$ cat src/rtl/pc_fetch_unit_if.sv
// rtl/pc_fetch_unit_if.sv - instruction-fetch request/response bus between IF and the shared SRAM
interface pc_fetch_unit_if #(
    parameter int ADDR_W = 32,
    parameter int DATA_W = 32
);
    logic              ibus_req_o;
    logic [ADDR_W-1:0] ibus_addr_o;
    logic              ibus_ack_i;
    logic [DATA_W-1:0] ibus_rdata_i;

    modport master (
        output ibus_req_o,
        output ibus_addr_o,
        input  ibus_ack_i,
        input  ibus_rdata_i
    );

    modport slave (
        input  ibus_req_o,
        input  ibus_addr_o,
        output ibus_ack_i,
        output ibus_rdata_i
    );
endinterface

$ cat src/rtl/pc_fetch_unit.sv
// rtl/pc_fetch_unit.sv - PC register and single-outstanding instruction fetch front end
module pc_fetch_unit #(
    parameter int                ADDR_W     = 32,
    parameter logic [ADDR_W-1:0] RESET_PC   = '0,
    parameter int                INST_BYTES = 4,
    parameter int                DATA_W     = 32
) (
    input  logic                clk,
    input  logic                rst,
    input  logic [5:0]          stall,
    input  logic                flush_i,
    input  logic [ADDR_W-1:0]   flush_target_i,
    input  logic                branch_flag_i,
    input  logic [ADDR_W-1:0]   branch_target_address_i,
    input  logic                mem_busy_i,
    pc_fetch_unit_if.master     ibus,
    output logic [DATA_W-1:0]   inst_o,
    output logic [ADDR_W-1:0]   inst_pc_o,
    output logic                inst_valid_o,
    output logic                misalign_o,
    output logic                stallreq
);

    localparam logic [ADDR_W-1:0] LOW_MASK = ADDR_W'(INST_BYTES - 1);
    localparam logic [ADDR_W-1:0] PC_INC   = ADDR_W'(INST_BYTES);

    typedef enum logic {IDLE, BUSY} state_t;

    state_t              state_q, state_d;
    logic [ADDR_W-1:0]   pc_q, pc_d;
    logic [ADDR_W-1:0]   req_addr_q, req_addr_d;
    logic                pend_q, pend_d;
    logic                pend_flush_q, pend_flush_d;
    logic [ADDR_W-1:0]   pend_target_q, pend_target_d;
    logic [DATA_W-1:0]   inst_q, inst_d;
    logic [ADDR_W-1:0]   inst_pc_q, inst_pc_d;
    logic                inst_valid_q, inst_valid_d;
    logic                misalign_q, misalign_d;

    logic                redirect;
    logic [ADDR_W-1:0]   raw_target;
    logic [ADDR_W-1:0]   target;
    logic                consume;
    logic                req;
    logic [ADDR_W-1:0]   addr;
    logic                accept;
    logic                unused_stall;

    assign unused_stall = ^stall[5:1];

    always_comb begin
        redirect      = flush_i | branch_flag_i;
        raw_target    = flush_i ? flush_target_i : branch_target_address_i;
        target        = raw_target & ~LOW_MASK;
        consume       = inst_valid_q & ~stall[0];

        state_d       = state_q;
        pc_d          = pc_q;
        req_addr_d    = req_addr_q;
        pend_d        = pend_q;
        pend_flush_d  = pend_flush_q;
        pend_target_d = pend_target_q;
        inst_d        = inst_q;
        inst_pc_d     = inst_pc_q;
        inst_valid_d  = inst_valid_q & stall[0];
        misalign_d    = redirect & (|(raw_target & LOW_MASK));
        req           = 1'b0;
        addr          = '0;
        accept        = 1'b0;

        // Any redirect kills a held instruction that IF/ID has not taken yet.
        if (redirect) begin
            inst_valid_d = 1'b0;
        end

        case (state_q)
            IDLE: begin
                if (redirect) begin
                    pc_d = target;
                end else if (!mem_busy_i && (!inst_valid_q || consume)) begin
                    req        = 1'b1;
                    addr       = pc_q;
                    req_addr_d = pc_q;
                    state_d    = BUSY;
                end
            end
            BUSY: begin
                req  = 1'b1;
                addr = req_addr_q;
                // A stored flush is only displaced by another flush, never by a branch.
                if (redirect && (!pend_q || flush_i || !pend_flush_q)) begin
                    pend_d        = 1'b1;
                    pend_flush_d  = flush_i;
                    pend_target_d = target;
                end
                if (ibus.ibus_ack_i) begin
                    state_d      = IDLE;
                    pend_d       = 1'b0;
                    pend_flush_d = 1'b0;
                    if (pend_q || redirect) begin
                        pc_d = pend_target_d;
                    end else begin
                        accept       = 1'b1;
                        inst_d       = ibus.ibus_rdata_i;
                        inst_pc_d    = req_addr_q;
                        inst_valid_d = 1'b1;
                        pc_d         = req_addr_q + PC_INC;
                    end
                end
            end
            default: state_d = IDLE;
        endcase
    end

    always_ff @(posedge clk or posedge rst) begin
        if (rst) begin
            state_q       <= IDLE;
            pc_q          <= RESET_PC;
            req_addr_q    <= '0;
            pend_q        <= 1'b0;
            pend_flush_q  <= 1'b0;
            pend_target_q <= '0;
            inst_q        <= '0;
            inst_pc_q     <= '0;
            inst_valid_q  <= 1'b0;
            misalign_q    <= 1'b0;
        end else begin
            state_q       <= state_d;
            pc_q          <= pc_d;
            req_addr_q    <= req_addr_d;
            pend_q        <= pend_d;
            pend_flush_q  <= pend_flush_d;
            pend_target_q <= pend_target_d;
            inst_q        <= inst_d;
            inst_pc_q     <= inst_pc_d;
            inst_valid_q  <= inst_valid_d;
            misalign_q    <= misalign_d;
        end
    end

    // Combinational outputs are forced quiet while reset is held.
    assign ibus.ibus_req_o  = req & ~rst;
    assign ibus.ibus_addr_o = rst ? '0 : addr;
    assign inst_o           = inst_q;
    assign inst_pc_o        = inst_pc_q;
    assign inst_valid_o     = inst_valid_q;
    assign misalign_o       = misalign_q;
    assign stallreq         = ~rst & ~inst_valid_q & ~accept;

endmodule

$ cat src/flat_wrapper.sv
// flat-port wrapper written by rule: the top's interface ports become plain ports
module pc_fetch_unit_flat 
#(
    parameter int                ADDR_W     = 32,
    parameter logic [ADDR_W-1:0] RESET_PC   = '0,
    parameter int                INST_BYTES = 4,
    parameter int                DATA_W     = 32
)
  (clk, rst, stall, flush_i, flush_target_i, branch_flag_i, branch_target_address_i, mem_busy_i, inst_o, inst_pc_o, inst_valid_o, misalign_o, stallreq, ibus_ibus_req_o, ibus_ibus_addr_o, ibus_ibus_ack_i, ibus_ibus_rdata_i);
  pc_fetch_unit_if #(.ADDR_W(ADDR_W), .DATA_W(DATA_W)) ibus_i ();
  input  logic clk;
  input  logic rst;
  input  logic [5:0] stall;
  input  logic flush_i;
  input  logic [ADDR_W-1:0] flush_target_i;
  input  logic branch_flag_i;
  input  logic [ADDR_W-1:0] branch_target_address_i;
  input  logic mem_busy_i;
  output logic [DATA_W-1:0] inst_o;
  output logic [ADDR_W-1:0] inst_pc_o;
  output logic inst_valid_o;
  output logic misalign_o;
  output logic stallreq;
  output wire logic [$bits(ibus_i.ibus_req_o)-1:0] ibus_ibus_req_o;
  output wire logic [$bits(ibus_i.ibus_addr_o)-1:0] ibus_ibus_addr_o;
  input wire logic [$bits(ibus_i.ibus_ack_i)-1:0] ibus_ibus_ack_i;
  input wire logic [$bits(ibus_i.ibus_rdata_i)-1:0] ibus_ibus_rdata_i;
  assign ibus_ibus_req_o = ibus_i.ibus_req_o;
  assign ibus_ibus_addr_o = ibus_i.ibus_addr_o;
  assign ibus_i.ibus_ack_i = ibus_ibus_ack_i;
  assign ibus_i.ibus_rdata_i = ibus_ibus_rdata_i;
  pc_fetch_unit #(.ADDR_W(ADDR_W), .RESET_PC(RESET_PC), .INST_BYTES(INST_BYTES), .DATA_W(DATA_W)) u_core (.clk(clk), .rst(rst), .stall(stall), .flush_i(flush_i), .flush_target_i(flush_target_i), .branch_flag_i(branch_flag_i), .branch_target_address_i(branch_target_address_i), .mem_busy_i(mem_busy_i), .ibus(ibus_i), .inst_o(inst_o), .inst_pc_o(inst_pc_o), .inst_valid_o(inst_valid_o), .misalign_o(misalign_o), .stallreq(stallreq));
endmodule
$ cat config.mk
export PLATFORM = sky130hd
export DESIGN_NAME = pc_fetch_unit_flat
export DESIGN_NICKNAME = d
export VERILOG_FILES = /design/src/rtl/pc_fetch_unit_if.sv /design/src/rtl/pc_fetch_unit.sv /design/src/flat_wrapper.sv
export SDC_FILE = /design/constraint.sdc
export NUM_CORES = 1
export LEC_CHECK = 0
export ABC_AREA = 1
export CAP_MARGIN = 20
export CORE_MARGIN = 3
export CORE_UTILIZATION = 54
export DETAILED_ROUTE_END_ITERATION = 8
export GPL_TIMING_DRIVEN = 0
export PLACE_DENSITY_LB_ADDON = 0.2
export REMOVE_ABC_BUFFERS = 1
export SLEW_MARGIN = 25
export SYNTH_ARGS = -nofsm -noshare
export SYNTH_HDL_FRONTEND = slang
export SYNTH_SLANG_ARGS = --single-unit
export TNS_END_PERCENT = 1
$ cat constraint.sdc
create_clock -name clk -period 11.4 [get_ports clk]
set_input_delay 1.71 -clock clk [delete_from_list [all_inputs] [get_ports clk]]
set_output_delay 1.71 -clock clk [all_outputs]
set_load 0.01 [all_outputs]
==> summary.md <==
| Metric | Value |
|---|---|
| Status | complete, no violations |
| Slew margin rel. | 0.3962 |
| Core area | roughly 15000 um^2 |
| Final period util | 0.5794 |
| Layout cells sized above 1 | 0.04399 |
| Most Used Layer, Global Route | met2 |
| Final setup violation count | 0 |
| CTS buffer count | 17 |
| Final Power | about 2000 uW |
| Top Ports | about 210 |
| Synth warn | 0 |
| Avg Synthesized Cell Area | a little over 7 um^2 |
| Drt drc | 0 |
| Maximum VDD drop | between 0.0001 and 0.00015 V |
| Worst Hold Class | reg -> reg |
| Max Clock Freq | ~150 MHz |
| MaxCap Viol Count | 0 |
| Hold Vio Cnt, Final | 0 |
| Setup Skew | 0.008042 ns |
| Met1 Use GR | 0.3779 |
| Post-DP HPWL | 16460 um |
| Die area | around 17000 um^2 |
| Synth Register Bits | 165 |
| H-tree Lvls | 4 |
| Largest net degree at the start of global routing | 97 |
| RSZ-0062 raised after global routing | no |
| Met3 Usage GRT | 0.06164 |
| Antenna diode count | 0 |
| Hold wc startpoint | u_core.inst_o[8] |
| Worst r2r src | u_core.pend_q |
| Lkg Pwr | roughly 0.0053 uW |
| Via count | 8346 |
| Met2 GRT Util | 0.4536 |
| Top cell type's share of synthesized area | 0.4866 |
| Pre-antenna DRT Iters | 5 |
| Synth Instances | 1184 |
| Synth cell types | 29 |
| Die span in x | about 130 um |
| Vias per inst | approximately 5.3 |
| Initial Util | 0.5541 |
| First-pass GRT wire length | 39450 um |
| Area leader, netlist | dfrtp_1 |
| Nets | 1460 |
| Area contributors post-synth | dfrtp_1 49%, nand2_1 23%, a21oi_1 5.4% |
| GRT Residual Overflow | 0 |
| Final critical-path required period | about 6.6 ns |
| DRT iter0 DRCs | roughly 600 |
| Hold_buf cts | 0 |
| Max Slew Vio Count | 0 |
| R2r endpoint | u_core.inst_pc_o[18] |
| Pwr per Cell Area | 175.4 nW/um^2 |
| CP max FO | 96 |
| Commonest cells after routing, fill and taps aside | 518 x nand2_1, 200 x clkdlybuf4s50_1, 164 x dfrtp_1 |
| Area added between synthesis and finish | 31.88% |
| Fin Setup TNS | 0 ns |
| Worst slew pin tran | roughly 0.9 ns |
| WP data required | between 9 and 10 ns |
| GR Util All Layers | 0.2804 |
| Clock Latency Late Sink | between 0.4 and 0.5 ns |
| Mapped Area | between 8000 and 9000 um^2 |
| Kind of critical path | in -> out |
| Avg WL per Cell | approximately 15 um |
| # fillers | 1232 |
| CP Data Arrival Time | 4.90 ns |
| CP Launch Type | primary input |
| Initial antenna violation count | 0 |
| Post-Route WL | about 24000 um |
| Vias in the first global route | just under 8000 |
| Clock-pin slew of the registers on the worst-case setup and hold paths | roughly 0.060 ns |
| Post-synthesis sequential area ratio | 0.4866 |
| CTS root buf | clkbuf_16 |
| Worst reg-to-reg path cell count | 5 |
| Post-CTS setup buffers | 0 |
| Row Count | 45 |
| Final ANT Viol Nets | 0 |
| PostCTS Resize Cnt | 0 |
| IO buf count | 202 |
| Commonest non-fill, non-tap cell in the layout | nand2_1 |
| Hold path depth | 2 |
| Hold EP | u_core.inst_o[8] |
| Die Y | roughly 130 um |
| Critical Path Sink Type | output pin |
| R2r setup slk | approximately 8.2 ns |
| # clock sinks | 165 |
| Final GP Congestion | a little over 0.9 |
| Max clock buf depth | 2 |
| CTS tree | built |
==> where the power goes <==
| part | leakage (uW) | switching, uW | internal (uW) |
|---|---|---|---|
| combinational | 0.00291 | 277 | 252 |
| sequential | 0.00208 | 111 | 733 |
| clock | 0.000303 | 229 | 360 |
| total | 0.00530 | 617 | 1350 |
==> cell families after synthesis <==
kind of cell	share of synthesized area
simple gates	0.3067
compound gates	0.1242
flops	0.4866
buf+inv	0.07992
mux	0.001180
fa+ha+maj	0.001474
==> cell usage after synthesis, drive strengths merged <==
master and instances:
o22a 1, nor3 3, and2 1, clkbuf 17, o21ai 107, ha 1
inv 99, o211ai 2, nor2 71, nand2 522, nand4 4, o31ai 1
o221ai 2, mux2i 1, a21oi 93, nand3 53, buf 41, dfrtp 165
==> metal layers <==
metal  vias up  wire [um]
met5         -          0
met4         0        527
met3        44       1747
met2       351      11180
met1      3889      10630
li1       4062          -
==> worst max-delay path by stage <==
stage                     cells past startpoint                  end    start  slack [ns]
after floorplan                               1     u_core.inst_o[0]      rst        5.23
after global placement                        2  u_core.inst_pc_o[0]      rst        1.61
after detailed placement                      9             stallreq  flush_i        4.75
after CTS                                     9             stallreq  flush_i        4.75
after global routing                          9             stallreq  flush_i        4.49
final                                         9             stallreq  flush_i        4.79
==> state kept, by name, indices dropped and copies added, names as in the netlist <==
name and cells:
u_core.pend_target_q 32, u_core.inst_pc_o 32, u_core.req_addr_q 32, u_core.pend_q 1, u_core.pend_flush_q 1, u_core.misalign_o 1
u_core.state_q 1, u_core.inst_valid_o 1, u_core.pc_q 32, u_core.inst_o 32
==> final cells by class <==
type	instances	area, um^2	area share
clock inverter	10	128.9	0.01152
sequential	165	4133	0.3693
multi-input combinational	862	3686	0.3294
tap	211	264.0	0.02359
clock buffer	22	474.2	0.04237
timing repair buffer	206	2122	0.1896
inverter	99	382.9	0.03421
==> worst max-delay path: stages <==
cell and delay [ns]:
buf_2 0.24, buf_16 0.23, nor2_4 0.19, nand2_2 0.38, nor2_4 0.84, inv_4 0.55
nand2_1 0.17, inv_1 0.05, clkdlybuf4s50_1 0.48
==> metrics by stage <==
stage	hold WS (ns)	instances	setup WS, ns	utilization	instance area [um^2]
after floorplan	0.4368	1126	5.228	-	8179
after global placement	0.4519	1539	1.612	0.6833	10470
after detailed placement	0.4546	1543	4.755	0.6913	10590
after CTS	0.4717	1575	4.755	0.7306	11190
after global routing	0.4897	1575	4.489	0.7307	11190
final	0.4714	1575	4.795	0.7307	11190
Power figures use the tool's default switching activity.
